## src/rtl/regfile_write_arbiter_pkg.sv

```systemverilog
// Shared definitions for the register-file write-port arbiter.
// Covers default widths, the zero-register constant and requester IDs.
package regfile_write_arbiter_pkg;

  localparam int DATA_W_DEF = 32;
  localparam int ADDR_W_DEF = 5;
  localparam int ZERO_REG   = 0;

  typedef enum logic {
    REQ_ALU = 1'b0,
    REQ_LSU = 1'b1
  } reqId_t;

endpackage

```

## src/rtl/regfile_write_arbiter_rr_arbiter2.sv

```systemverilog
// Two-way round-robin arbiter. The pointer names the requester that wins a tie,
// and it moves to the loser only when a grant is actually issued.
module rr_arbiter2 (
  input  logic       clk,
  input  logic       rst_n,
  input  logic [1:0] req,
  output logic [1:0] grant
);

  logic rrPtr;

  always_comb begin
    grant = 2'b00;
    case (req)
      2'b01:   grant = 2'b01;
      2'b10:   grant = 2'b10;
      2'b11:   grant = rrPtr ? 2'b10 : 2'b01;
      default: grant = 2'b00;
    endcase
  end

  always_ff @(posedge clk or negedge rst_n) begin
    if (!rst_n)        rrPtr <= 1'b0;
    else if (grant[0]) rrPtr <= 1'b1;
    else if (grant[1]) rrPtr <= 1'b0;
  end

endmodule

```

## src/rtl/regfile_write_arbiter.sv

```systemverilog
// Shares the register file's single write port between the ALU and load/store
// writeback paths, using one holding slot each and a registered output stage.
module regfile_write_arbiter
  import regfile_write_arbiter_pkg::*;
#(
  parameter int DATA_W = DATA_W_DEF,
  parameter int ADDR_W = ADDR_W_DEF
) (
  input  logic                     CLK,
  input  logic                     RST_n,
  input  logic                     req0_valid,
  input  logic [ADDR_W-1:0]        req0_addr,
  input  logic [DATA_W-1:0]        req0_data,
  output logic                     req0_ready,
  input  logic                     req1_valid,
  input  logic [ADDR_W-1:0]        req1_addr,
  input  logic [DATA_W-1:0]        req1_data,
  output logic                     req1_ready,
  output logic                     WE,
  output logic [ADDR_W-1:0]        WriteReg,
  output logic [DATA_W-1:0]        WriteData,
  output logic                     grant_id,
  output logic [(1<<ADDR_W)-1:0]   pending
);

  localparam int NREG = 1 << ADDR_W;

  logic              slot0Full, slot1Full;
  logic [ADDR_W-1:0] slot0Addr, slot1Addr;
  logic [DATA_W-1:0] slot0Data, slot1Data;
  logic              live0, live1;
  logic [ADDR_W-1:0] cand0Addr, cand1Addr;
  logic [DATA_W-1:0] cand0Data, cand1Data;
  logic [1:0]        cand;
  logic [1:0]        grant;

  assign req0_ready = !slot0Full;
  assign req1_ready = !slot1Full;

  // A live write to the zero register is accepted but never becomes a candidate.
  assign live0 = req0_valid && req0_ready && (req0_addr != ADDR_W'(ZERO_REG));
  assign live1 = req1_valid && req1_ready && (req1_addr != ADDR_W'(ZERO_REG));

  assign cand      = {slot1Full | live1, slot0Full | live0};
  assign cand0Addr = slot0Full ? slot0Addr : req0_addr;
  assign cand0Data = slot0Full ? slot0Data : req0_data;
  assign cand1Addr = slot1Full ? slot1Addr : req1_addr;
  assign cand1Data = slot1Full ? slot1Data : req1_data;

  rr_arbiter2 u_arb (
    .clk   (CLK),
    .rst_n (RST_n),
    .req   (cand),
    .grant (grant)
  );

  // Output stage: address, data and owner hold their values when idle.
  always_ff @(posedge CLK or negedge RST_n) begin
    if (!RST_n) begin
      WE        <= 1'b0;
      WriteReg  <= '0;
      WriteData <= '0;
      grant_id  <= REQ_ALU;
    end else if (grant[0]) begin
      WE        <= 1'b1;
      WriteReg  <= cand0Addr;
      WriteData <= cand0Data;
      grant_id  <= REQ_ALU;
    end else if (grant[1]) begin
      WE        <= 1'b1;
      WriteReg  <= cand1Addr;
      WriteData <= cand1Data;
      grant_id  <= REQ_LSU;
    end else begin
      WE        <= 1'b0;
    end
  end

  // A slot is only loaded from a live write that lost arbitration, so it is always empty then.
  always_ff @(posedge CLK or negedge RST_n) begin
    if (!RST_n) begin
      slot0Full <= 1'b0;
      slot0Addr <= '0;
      slot0Data <= '0;
    end else if (grant[0]) begin
      slot0Full <= 1'b0;
    end else if (live0) begin
      slot0Full <= 1'b1;
      slot0Addr <= req0_addr;
      slot0Data <= req0_data;
    end
  end

  always_ff @(posedge CLK or negedge RST_n) begin
    if (!RST_n) begin
      slot1Full <= 1'b0;
      slot1Addr <= '0;
      slot1Data <= '0;
    end else if (grant[1]) begin
      slot1Full <= 1'b0;
    end else if (live1) begin
      slot1Full <= 1'b1;
      slot1Addr <= req1_addr;
      slot1Data <= req1_data;
    end
  end

  always_comb begin
    pending = '0;
    for (int i = 0; i < NREG; i++) begin
      pending[i] = (slot0Full && (slot0Addr == ADDR_W'(i))) ||
                   (slot1Full && (slot1Addr == ADDR_W'(i))) ||
                   (WE && (WriteReg == ADDR_W'(i)));
    end
  end

endmodule

```

## config.mk

```make
export PLATFORM = sky130hd
export DESIGN_NAME = regfile_write_arbiter
export DESIGN_NICKNAME = d
export VERILOG_FILES = /design/src/rtl/regfile_write_arbiter_pkg.sv /design/src/rtl/regfile_write_arbiter_rr_arbiter2.sv /design/src/rtl/regfile_write_arbiter.sv
export SDC_FILE = /design/constraint.sdc
export NUM_CORES = 1
export LEC_CHECK = 0
export CAP_MARGIN = 20
export CORE_MARGIN = 4
export CORE_UTILIZATION = 30
export CTS_CLUSTER_SIZE = 12
export DETAILED_ROUTE_END_ITERATION = 12
export PLACE_DENSITY = 0.6
export SYNTH_ARGS = -nofsm -noshare
export SYNTH_HDL_FRONTEND = slang
export SYNTH_SLANG_ARGS = --single-unit
```

## constraint.sdc

```tcl
create_clock -name CLK -period 2.3 [get_ports CLK]
set_input_delay 0.345 -clock CLK [delete_from_list [all_inputs] [get_ports CLK]]
set_output_delay 0.345 -clock CLK [all_outputs]
set_load 0.03 [all_outputs]
```

==> results.json <==
{
  "die_y_um": 160,
  "synth.most_common_cell": "dfrtp_1",
  "grt_pass1_vias": 6089,
  "cap_violations": 0,
  "antenna_found_initial": 1,
  "p_per_area_nw_per_um2": 1330,
  "cp.required_ns": 1.96,
  "reg2reg_from": "slot1Full$_DFFE_PN0P_",
  "timing.final.crit_share": 0.972,
  "slew-limit-headroom": 0.575,
  "yosys.cell_types.count": 44,
  "cp_num_buf_inv": 1,
  "cpPeakStageDelay_ns": 0.45,
  "fp.dieW_um": 160,
  "place_ws_ns": -0.103,
  "hold_class": "input pin to asynchronous set/reset pin",
  "drt_wl_total_mm": 22.1,
  "crit_path_end_kind": "output pin",
  "clock_path_buffers": 2,
  "ir_drop_mv": 0.574,
  "clk_pin_slew_ns": 0.05,
  "vias": 5925,
  "crit_slowest_cell": "dfrtp_1",
  "synth.largest_area_cell": "dfrtp_1",
  "io_pins": 151,
  "start_kind": "register",
  "fillCellCount": 2151,
  "drt_pass1_iterations": 5,
  "max_freq_mhz": 447,
  "num_rows": 55,
  "synth_top_area_frac": 0.420,
  "reg2reg_slack_ns": 0.32,
  "timing_worst_setup_path_type": "register to output pin",
  "vias_per_cell": 5.38,
  "power_mw": 12.8,
  "async_flop_share": 1.00,
  "tritoncts": "yes",
  "dieArea_sq_um": 25500,
  "rsz0062_at_grt": "yes",
  "worstSkewPairLatency_ns": 0.42,
  "portBuffers": 150,
  "cp_max_fo": 6,
  "period_needed_ns": 2.24,
  "drtIter0Drc": 490,
  "cp-startpoint": "WriteReg[4]$_DFFE_PN0P_",
  "grt-ovfl-total": 0,
  "yosysSeqAreaShare": 0.420,
  "cp_data_arrival_time_ns": 1.89,
  "post_drt_wl_per_cell_um": 20.1,
  "nNetsFinal": 881,
  "p_leak_nw": 4.05,
  "crit_chain": "nand2b_1 -> nor3_2 -> a32oi_1 -> nand2_1 -> buf_4",
  "grtUsageTotal": 0.173,
  "synthTopCellsByArea": "dfrtp_1 42%, mux2i_1 10%, mux2_2 7.2%",
  "drc": 0,
  "synth_common_cells": "116 x dfrtp_1, 72 x mux2i_1, 61 x nand2_1, 44 x mux2_2, 39 x and3_1",
  "drive_above_1_share": 0.283,
  "grt_pass1_wl_mm": 35.4,
  "syn_inst": 638,
  "htreeDepth": 4,
  "status": "completed",
  "cts.sinks": 116,
  "synth-main-ff-cell": "dfrtp_1",
  "synth_edf_count": 0,
  "synth.avg_cell_area_sq_um": 10.8,
  "area_growth_pct": 39.2,
  "tightestPinTransition_ns": 0.636,
  "hold_violations": 0,
  "place_hpwl_mm": 15.5,
  "drtAntennaViolNets": 0,
  "ys_warn_count": 0,
  "finalWeightedCongestion": 0.865,
  "setup_violations": 0,
  "final.setup.worst_slack_ns": 0.0646,
  "numCtsBuffers": 17,
  "start_util": 0.305,
  "synth_seq_cells": 116,
  "clock-root-buffer": "clkbuf_16",
  "slew_violations": 0,
  "grt_max_degree": 49,
  "syn_area_sq_um": 6920,
  "crit_family": "simple AND/OR/NAND/NOR gates",
  "fp.coreArea_sq_um": 22600,
  "hold_slack_ns": 0.464,
  "syn-num-nets": 716,
  "finClkSkew_ns": 0.0113,
  "num_antenna_cells": 0
}
layout by cell type, fill, tap and decap left out, drive strengths merged, types with 2 or more instances in the layout:
cell,instances
a211oi,36
a21o,2
a21oi,37
a221oi,35
a222oi,2
a22oi,23
a32oi,8
and3,39
buf,86
bufinv,3
clkbuf,22
clkdlybuf4s50,117
clkinv,6
dfrtp,116
inv,4
mux2,74
mux2i,72
nand2,61
nand2b,5
nand3,6
nor2,20
nor2b,12
nor3,7
nor3b,2
nor4,3
o21ai,2
o22ai,2
o31ai,2
or3,2
final timing paths:
kind,end,cells past startpoint
setup / recovery,pending[3],5
hold / removal,slot1Data[20]$_DFFE_PN0P_,2
setup reg to reg,WriteData[24]$_DFFE_PN0P_,7
hold reg to reg,slot0Data[0]$_DFFE_PN0P_,1
max in group asynchronous,slot0Data[6]$_DFFE_PN0P_,3
min in group CLK,slot0Data[0]$_DFFE_PN0P_,1
per-stage QoR:
stage / setup TNS, ns / cells / cell area, sq um / util
after global placement: -4.70 / 1064 / 8930 / 0.394
after global routing: -0.110 / 1101 / 9630 / 0.425
after detailed placement: -4.65 / 1064 / 8930 / 0.394
after CTS: 0 / 1101 / 9600 / 0.424
final: 0 / 1101 / 9630 / 0.425
after floorplan: 0 / 638 / 6920 / -
cells by family (layout without fill, tap and decap cells):
kind of cell,after synthesis,after routing,share of synthesized area
and+or+nand+nor,161,161,0.123
AOI/OAI and AO/OA,153,153,0.172
muxes,146,146,0.241
DFF,116,116,0.420
buffers and inverters,62,240,0.0443
layer usage:
layer,share of wire,vias up,track usage
li1,-,2751,-
met1,0.46,2921,0.240
met2,0.46,225,0.269
met3,0.071,26,0.0477
met4,0.012,2,0.0450
met5,0.00059,-,0
registers in the layout, summed over array words and instances (netlist names):
signal / cells
slot1Full: 1
slot0Full: 1
slot1Addr: 5
WriteData: 32
u_arb.rrPtr: 1
slot0Data: 32
WE: 1
grant_id: 1
slot1Data: 32
WriteReg: 5
slot0Addr: 5
timing repair:
| item | 4_1_cts | 5_1_grt |
|---|---|---|
| buffers inserted | 4 | 0 |
| resized for setup | 6 | 12 |
| endpoints found under the setup margin | 16 | 23 |
| hold buffers | 1 | 0 |
| hold endpoints to repair | 39 | 0 |
| gates cloned | 0 | 0 |
area by class of cell:
class                      instances  area (sq um)  share of cell area
timing repair buffer             204          1950               0.203
multi-input combinational        460          3780               0.392
inverter                           4          15.0             0.00156
tap                              285           357              0.0370
clock inverter                    10           128              0.0133
clock buffer                      22           484              0.0503
sequential                       116          2920               0.303
power by group:
group | internal (mW) | switching (mW)
clock network | 1.81 | 0.929
logic | 2.88 | 3.19
registers | 3.09 | 0.876
total | 7.77 | 4.99
worst register-to-register path: cells and delay by family, from the launching register on:
family          cells  cell delay [ns]
compound gates      3             0.58
mux                 1             0.18
buf+inv             3             0.72
flops               1             0.40
(Power assumes the default switching activity.)
